[src/rtl/mem_burst_sequencer.sv]
// Burst-to-single-word sequencer for the mem_manager user port.
// Splits block read/write requests into per-word accesses and returns read words in order.
module mem_burst_sequencer #(
  parameter int unsigned ADDR_WIDTH   = 18,
  parameter int unsigned DATA_WIDTH   = 32,
  parameter int unsigned READ_LATENCY = 2,
  parameter int unsigned LEN_WIDTH    = 9
) (
  input  logic                  clk,
  input  logic                  reset,
  input  logic                  controller_ready,
  input  logic                  pause,
  input  logic                  req_valid,
  output logic                  req_ready,
  input  logic                  req_write,
  input  logic [ADDR_WIDTH-1:0] req_address,
  input  logic [LEN_WIDTH-1:0]  req_length,
  input  logic [DATA_WIDTH-1:0] wr_data,
  input  logic                  wr_data_valid,
  output logic                  wr_data_ready,
  output logic [DATA_WIDTH-1:0] rd_data,
  output logic                  rd_data_valid,
  output logic                  done,
  output logic                  busy,
  output logic [ADDR_WIDTH-1:0] address,
  output logic                  wren,
  output logic [DATA_WIDTH-1:0] data_write,
  input  logic [DATA_WIDTH-1:0] data_read
);

  localparam int unsigned PIPE_W = READ_LATENCY;

  typedef enum logic [2:0] {
    S_IDLE,
    S_WRITE,
    S_READ,
    S_DRAIN,
    S_DONE
  } state_t;

  state_t                state_q, state_d;
  logic [ADDR_WIDTH-1:0] cur_addr_q, cur_addr_d;
  logic [ADDR_WIDTH-1:0] last_addr_q, last_addr_d;
  logic [LEN_WIDTH-1:0]  remaining_q, remaining_d;
  logic [PIPE_W-1:0]     pipe_q, pipe_d;
  logic [DATA_WIDTH-1:0] rd_data_q, rd_data_d;
  logic                  rd_valid_q, rd_valid_d;
  logic                  done_rd_q, done_rd_d;

  logic                  issue_wr;
  logic                  issue_rd;
  logic                  issue;
  logic                  last_issue;
  logic [PIPE_W-1:0]     pipe_shift;
  logic                  pipe_tail;

  // State and datapath registers
  always_ff @(posedge clk) begin
    if (reset) begin
      state_q     <= S_IDLE;
      cur_addr_q  <= '0;
      last_addr_q <= '0;
      remaining_q <= '0;
      pipe_q      <= '0;
      rd_data_q   <= '0;
      rd_valid_q  <= 1'b0;
      done_rd_q   <= 1'b0;
    end else begin
      state_q     <= state_d;
      cur_addr_q  <= cur_addr_d;
      last_addr_q <= last_addr_d;
      remaining_q <= remaining_d;
      pipe_q      <= pipe_d;
      rd_data_q   <= rd_data_d;
      rd_valid_q  <= rd_valid_d;
      done_rd_q   <= done_rd_d;
    end
  end

  assign issue_wr   = (state_q == S_WRITE) && !pause && wr_data_valid;
  assign issue_rd   = (state_q == S_READ) && !pause;
  assign issue      = issue_wr || issue_rd;
  assign last_issue = (remaining_q == LEN_WIDTH'(1));
  assign pipe_shift = pipe_q << 1;
  assign pipe_tail  = pipe_q[PIPE_W-1];

  // Next-state, address sequencing and read-latency tracking
  always_comb begin
    state_d     = state_q;
    cur_addr_d  = cur_addr_q;
    last_addr_d = last_addr_q;
    remaining_d = remaining_q;
    pipe_d      = pipe_q;
    rd_data_d   = rd_data_q;
    rd_valid_d  = 1'b0;
    done_rd_d   = 1'b0;

    // The pipe tail lines up with data_read of the matching issue
    if (!pause) begin
      pipe_d = pipe_shift | PIPE_W'(issue_rd);
      if (pipe_tail) begin
        rd_data_d  = data_read;
        rd_valid_d = 1'b1;
      end
    end

    if (issue) begin
      last_addr_d = cur_addr_q;
      cur_addr_d  = cur_addr_q + ADDR_WIDTH'(1);
      remaining_d = remaining_q - LEN_WIDTH'(1);
    end

    case (state_q)
      S_IDLE: begin
        if (req_valid && controller_ready) begin
          cur_addr_d  = req_address;
          remaining_d = req_length;
          if (req_length == '0) begin
            state_d = S_DONE;
          end else if (req_write) begin
            state_d = S_WRITE;
          end else begin
            state_d = S_READ;
          end
        end
      end
      S_WRITE: begin
        if (issue_wr && last_issue) state_d = S_DONE;
      end
      S_READ: begin
        if (issue_rd && last_issue) state_d = S_DRAIN;
      end
      S_DRAIN: begin
        if (!pause && pipe_tail && (pipe_shift == '0)) begin
          state_d   = S_IDLE;
          done_rd_d = 1'b1;
        end
      end
      S_DONE: begin
        state_d = S_IDLE;
      end
      default: begin
        state_d = S_IDLE;
      end
    endcase
  end

  // Port outputs; write strobe path is combinational so a word is issued in the cycle it is offered
  assign busy          = (state_q != S_IDLE);
  assign req_ready     = (state_q == S_IDLE) && controller_ready;
  assign wr_data_ready = (state_q == S_WRITE) && !pause;
  assign wren          = issue_wr;
  assign data_write    = (state_q == S_WRITE) ? wr_data : '0;
  assign address       = ((state_q == S_WRITE) || (state_q == S_READ)) ? cur_addr_q : last_addr_q;
  assign rd_data       = rd_data_q;
  assign rd_data_valid = rd_valid_q;
  assign done          = done_rd_q || (state_q == S_DONE);

endmodule

[config.mk]
export PLATFORM = sky130hd
export DESIGN_NAME = mem_burst_sequencer
export DESIGN_NICKNAME = d
export VERILOG_FILES = /design/src/rtl/mem_burst_sequencer.sv
export SDC_FILE = /design/constraint.sdc
export NUM_CORES = 1
export LEC_CHECK = 0
export BUFFER_PORTS_ARGS = -buffer_cell sky130_fd_sc_hd__clkbuf_2
export CORE_MARGIN = 3
export CORE_UTILIZATION = 51
export CTS_CLUSTER_DIAMETER = 40
export CTS_CLUSTER_SIZE = 14
export DETAILED_ROUTE_END_ITERATION = 8
export PLACE_DENSITY = 0.86
export SLEW_MARGIN = 40
export SYNTH_ARGS = -nofsm -noshare
export SYNTH_HDL_FRONTEND = slang
export SYNTH_SLANG_ARGS = --single-unit
[constraint.sdc]
create_clock -name clk -period 3.13 [get_ports clk]
set_input_delay 0.313 -clock clk [delete_from_list [all_inputs] [get_ports clk]]
set_output_delay 0.313 -clock clk [all_outputs]
set_load 0.02 [all_outputs]
==> reports/results.tsv, run 1 <==
stage	metric	value	unit
outcome	run_status	complete, no violations	
routing	postRouteAntennaNets	0	
routing	drt_wl_total	12100	µm
final_layout	fin_nets	779	
critical_path	slowest_stage	inv_1	
routing	drtPass1Iterations	4	
floorplan	io_pins	186	
routing	detail_route.iter0.violations	226	
clocking	clk_pin_slew	0.09	ns
global_routing	grt_max_degree	42	
clocking	clock-sinks	84	
timing	period_needed	2.41	ns
critical_path	cp.arrival	2.10	ns
timing	finalClockSkew	0.0107	ns
critical_path	endpoint_kind	output port	
yosys	syn_area	4150	µm²
yosys	synth_seq_area_share	40.6	%
final_layout	fill_cells	667	
clocking	clock_latency	0.35	ns
power	ir_drop	0.000293	V
floorplan	start_util	53.1	%
placement	hpwl	8870	µm
routing	via_per_inst	5.55	
critical_path	worstPathCellList	inv_1 > and2_1 > nor2b_1 > and2_1 > clkbuf_2	
yosys	ys_ff_latch	84	
yosys	netlist_instances	516	
power	p_leak	2.38	nW
final_layout	diodes	0	
clocking	tritoncts	yes	
critical_path	regToRegSetupSlack	1.01	ns
timing	fin_crit_sh	77.0	%
timing	worstMarginPinSlew	0.793	ns
placement	place_congestion	0.866	
critical_path	cpPeakStageDelay	0.60	ns
clocking	cts_resized	0	
critical_path	crit_fanout	35	
floorplan	core	7810	µm²
yosys	yosysWarnings	0	
placement	dp.cells	769	
global_routing	grt_overflow	0	
yosys	syn_area_per_cell	8.03	µm²
floorplan	die_y	96.2	µm
power	power_density	749	nW/µm²
clocking	clock_path_buffers	2	
job	drv_cap	0	
placement	io_buffers	185	
final_layout	layoutNonFillerInstCount	785	
timing	max_freq	415	MHz
yosys	synth_cell_types	55	
timing	max_slew_margin	47.1	%
power	finalPower	3.97	mW
yosys	synth_nets	617	
clocking	ctsHoldBuffers	0	
yosys	synth_edf_count	0	
clocking	postCtsSetupBuffers	0	
clocking	htreeDepth	3	
floorplan	fp-row-count	32	
global_routing	grt_pass1_wl	18300	µm
critical_path	path_common_cell	and2_1	
yosys	ys.flop_type	dfxtp_1	
routing	vias	4357	
timing	finalHoldViolCount	0	
clocking	cts_buffers	9	
critical_path	required	2.82	ns
min_path	min_path_type	input pin to register	
clocking	cts_root_buf	clkbuf_8	
timing	rsz0062_at_grt	no	
global_routing	grt_pass1_vias	3892	
routing	wire_per_inst	15.4	µm
timing	finalSetupViolations	0	
yosys	async_reset_ff_share	0	%
timing	drv_slew	0	
global_routing	grt_antenna_before_repair	0	
floorplan	die_area	9250	µm²
final_layout	layout_common_cells	clkbuf_2 (184), nand2_1 (111), dfxtp_1 (84), a21oi_1 (53), nor2_1 (37)	
timing	tns	0	ns
global_routing	track_usage	24.8	%
final_layout	final_common_cell	clkbuf_2	
critical_path	crit_type	register to output port	
timing	whs	0.170	ns
final_layout	area_delta_synth_final	27.9	%
final_layout	drive_above_1_share	34.8	%
floorplan	die_w	96.2	µm
critical_path	worst_setup_path_start_kind	register	
routing	drc	0	
final_layout	fin_util	67.9	%
-- worst paths after layout --
kind,startpoint,endpoint,cells past startpoint
min reg2reg,last_addr_q[4]$_SDFFE_PP0P_,last_addr_q[4]$_SDFFE_PP0P_,2
max reg2reg,state_q[1]$_SDFFE_PP0P_,remaining_q[1]$_SDFF_PP0_,5
min,data_read[20],rd_data[20]$_SDFFE_PP0N_,3
max,state_q[1]$_SDFFE_PP0P_,wren,5
-- critical path, delay by kind of cell, from the launching register on --
family	cells	cell delay (ns)
DFF	1	0.42
and+or+nand+nor	3	0.56
buffers and inverters	2	0.76
-- routing by layer --
layer	GRT usage (%)	vias up	routed length, µm
met5	0	-	0
met4	7.11	0	163
met3	5.94	16	1010
met2	38.1	193	5780
met1	34.3	2014	5120
li1	-	2134	-
-- sequential cells by signal (all words and copies together), names as in the netlist --
register       count
pipe_q             2
state_q            3
done_rd_q          1
rd_data_valid      1
last_addr_q       18
remaining_q        9
rd_data           32
cur_addr_q        18
-- Yosys cell counts, drive strengths merged (4+ instances only) --
| library cell | instances | area share, % |
|---|---|---|
| o2111ai | 4 | 0.85 |
| a21oi | 53 | 6.4 |
| dfxtp | 84 | 41 |
| and3 | 34 | 5.1 |
| clkbuf | 30 | 2.7 |
| nand4 | 4 | 0.60 |
| inv | 9 | 0.81 |
| a311oi | 16 | 3.4 |
| xor2 | 8 | 1.7 |
| nand3 | 4 | 0.48 |
| mux2 | 18 | 4.9 |
| o21ai | 10 | 1.3 |
| or4 | 6 | 1.1 |
| o211ai | 5 | 1.0 |
| nor2b | 5 | 0.94 |
| o31ai | 6 | 1.1 |
| nand2 | 111 | 10 |
| buf | 14 | 2.2 |
| xnor2 | 4 | 0.85 |
| nor2 | 38 | 3.6 |
| or3 | 8 | 1.2 |
| a211oi | 11 | 2.0 |
-- final cells by class --
type	instances	area, µm²	area share, %
Multi-Input combinational cell	379	2230	42.1
Sequential cell	84	1680	31.7
Timing Repair Buffer	195	1000	18.9
Clock buffer	13	159	3.00
Tap cell	102	128	2.41
Clock inverter	3	68.8	1.30
Inverter	9	33.8	0.637
-- report_power, final --
part	switching, mW	internal, mW	total [mW]
clock	0.385	0.496	0.881
combinational	1.04	0.661	1.70
sequential	0.183	1.20	1.39
-- logic make-up after synthesis --
kind of cell             synth area share, %
AO/OA/AOI/OAI                           18.4
XOR/XNOR                                2.54
adder cells (fa/ha/maj)                0.906
buffers and inverters                   5.79
flip-flops                              40.6
multiplexers                            5.13
AND/OR/NAND/NOR                         26.6
-- per-stage QoR --
stage	area, µm²	setup slack [ns]
after global routing	5300	0.585
after floorplan	4150	1.20
after global placement	5070	1.15
after CTS	5300	0.734
after detailed placement	5070	1.05
final	5300	0.720
Note: power is estimated with default switching activity, not from simulation.
==> inputs of run 2 (changes only) <==
--- a/config.mk
+++ b/config.mk
@@ -7,11 +7,11 @@
 export LEC_CHECK = 0
 export BUFFER_PORTS_ARGS = -buffer_cell sky130_fd_sc_hd__clkbuf_2
 export CORE_MARGIN = 3
-export CORE_UTILIZATION = 51
+export CORE_UTILIZATION = 47
 export CTS_CLUSTER_DIAMETER = 40
 export CTS_CLUSTER_SIZE = 14
 export DETAILED_ROUTE_END_ITERATION = 8
-export PLACE_DENSITY = 0.86
+export PLACE_DENSITY = 0.8
 export SLEW_MARGIN = 40
 export SYNTH_ARGS = -nofsm -noshare
 export SYNTH_HDL_FRONTEND = slang
==> constraint.sdc (replaced) <==
create_clock -name clk -period 2.3 [get_ports clk]
set_input_delay 0.23 -clock clk [delete_from_list [all_inputs] [get_ports clk]]
set_output_delay 0.23 -clock clk [all_outputs]
set_load 0.02 [all_outputs]
==> reports/results.tsv, run 2 (synthesized netlist as in run 1, its figures left out) <==
stage	metric	value	unit	change
outcome	run_status	complete, no violations		
global_routing	grt_pass1_wl	18900	µm	+3.3%
routing	detail_route.iter0.violations	203		-10%
floorplan	core	8380	µm²	+7.4%
routing	drtPass1Iterations	4		unchanged
clocking	cts_buffers	9		unchanged
clocking	htreeDepth	3		unchanged
global_routing	grt_overflow	0		unchanged
routing	postRouteAntennaNets	0		unchanged
min_path	min_path_type	input pin to register		
clocking	clock_latency	0.34	ns	about the same
routing	wire_per_inst	14.9	µm	-3.3%
final_layout	drive_above_1_share	35.7	%	+0.82 points
floorplan	die_area	9980	µm²	+8.0%
critical_path	crit_type	register to output port		
final_layout	area_delta_synth_final	28.7	%	
final_layout	largest_register_ffs	32		unchanged
final_layout	diodes	0		unchanged
timing	finalHoldViolCount	0		unchanged
clocking	tritoncts	yes		
routing	via_per_inst	5.39		-2.9%
global_routing	grt_pass1_vias	3994		+2.6%
critical_path	required	2.07	ns	-0.75 ns
global_routing	grt_max_degree	55		+31%
global_routing	grt_antenna_before_repair	0		unchanged
final_layout	final_common_cell	clkbuf_2		
timing	period_needed	2.16	ns	
routing	drc	0		unchanged
floorplan	start_util	49.5	%	-3.6 points
routing	drt_wl_total	11800	µm	-2.4%
timing	worstMarginPinSlew	0.740	ns	-0.0532 ns
job	drv_cap	0		unchanged
timing	rsz0062_at_grt	no		
clocking	clock_path_buffers	2		unchanged
routing	vias	4270		-2.0%
critical_path	cp.arrival	1.93	ns	-0.17 ns
critical_path	worst_setup_path_start_kind	register		
timing	finalClockSkew	0.0101	ns	-0.000592 ns
timing	max_freq	463	MHz	
placement	place_congestion	0.823		-4.9%
timing	tns	0	ns	unchanged
clocking	cts_root_buf	clkbuf_8		
clocking	clock-sinks	84		unchanged
floorplan	die_y	99.9	µm	+3.9%
power	ir_drop	0.000409	V	+40%
timing	fin_crit_sh	94.0	%	
critical_path	endpoint_kind	output port		
floorplan	die_w	99.9	µm	+3.9%
power	p_leak	2.40	nW	+0.84%
final_layout	layout_common_cells	clkbuf_2 (185), nand2_1 (111), dfxtp_1 (82), a21oi_1 (53), nor2_1 (37)		
floorplan	io_pins	186		unchanged
critical_path	crit_fanout	18		-49%
clocking	ctsHoldBuffers	0		unchanged
placement	io_buffers	185		unchanged
placement	hpwl	8730	µm	-1.6%
power	power_density	1020	nW/µm²	+36%
global_routing	track_usage	23.1	%	-1.7 points
clocking	clk_pin_slew	0.09	ns	about the same
final_layout	fin_nets	784		+0.64%
final_layout	fin_util	63.6	%	-4.3 points
timing	finalSetupViolations	0		unchanged
timing	drv_slew	0		unchanged
floorplan	fp-row-count	33		+3.1%
timing	max_slew_margin	49.4	%	+2.3 points
[run 2: changes by cell type in the layout (fill, tap and decap cells not counted), sizes merged]
cell    delta
buf        +4
clkbuf     -1
clkinv     +1
[run 2: critical path: stages (launching register included)]
cell and delay [ns]:
dfxtp_2 0.45, xnor2_1 0.09, nor2_1 0.18, buf_4 0.32, mux2_2 0.39, clkbuf_2 0.16
[run 2: cell type report]
class | count | area, µm²
clock buffers | 11 | 141
multi-input cells | 379 | 2230
well taps | 105 | 131
fillers | 759 | 3050
inverters | 9 | 33.8
flip-flops and latches | 84 | 1680
repair buffers | 200 | 1040
clock inverters | 4 | 73.8
[run 2: what timing repair did]
action	in CTS	in global routing
endpoints found under the setup margin	0	18
gates resized for setup	0	2
buffers inserted	0	0
[run 2: power breakdown]
group / leakage [nW] / internal, mW / switching [mW]
sequential: 0.683 / 1.64 / 0.243
clock: 0.109 / 0.637 / 0.518
combinational: 1.61 / 0.953 / 1.43
total: 2.40 / 3.23 / 2.19
[run 2: metal layers]
metal,up-vias,global-route usage [%],part of all wire (%)
met1,1969,30.9,43
met5,-,0,0
li1,2159,-,-
met2,130,36.6,49
met4,0,7.14,1.2
met3,12,6.05,6.7
[run 2: worst paths after layout]
| path | from | to | slack [ns] | cells after the start |
|---|---|---|---|---|
| max | state_q[1]$_SDFFE_PP0P_ | address[13] | 0.14 | 5 |
| min | data_read[15] | rd_data[15]$_SDFFE_PP0N_ | 0.1 | 3 |
| max reg2reg | state_q[1]$_SDFFE_PP0P_ | cur_addr_q[17]$_SDFF_PP0_ | 0.38 | 4 |
| min reg2reg | rd_data[12]$_SDFFE_PP0N_ | rd_data[12]$_SDFFE_PP0N_ | 0.46 | 2 |
[run 2: per-stage QoR]
stage | power [mW] | cell area (µm²) | hold slack, ns | instances | worst slack (ns)
after floorplan | 3.54 | 4150 | 0.310 | 516 | 0.457
after global placement | 4.19 | 5120 | 0.439 | 777 | 0.339
after detailed placement | 4.27 | 5120 | 0.447 | 777 | 0.286
after CTS | 5.43 | 5330 | 0.0880 | 792 | 0.0220
after global routing | 5.75 | 5330 | 0.0814 | 792 | 0.0377
final | 5.42 | 5330 | 0.0991 | 792 | 0.138
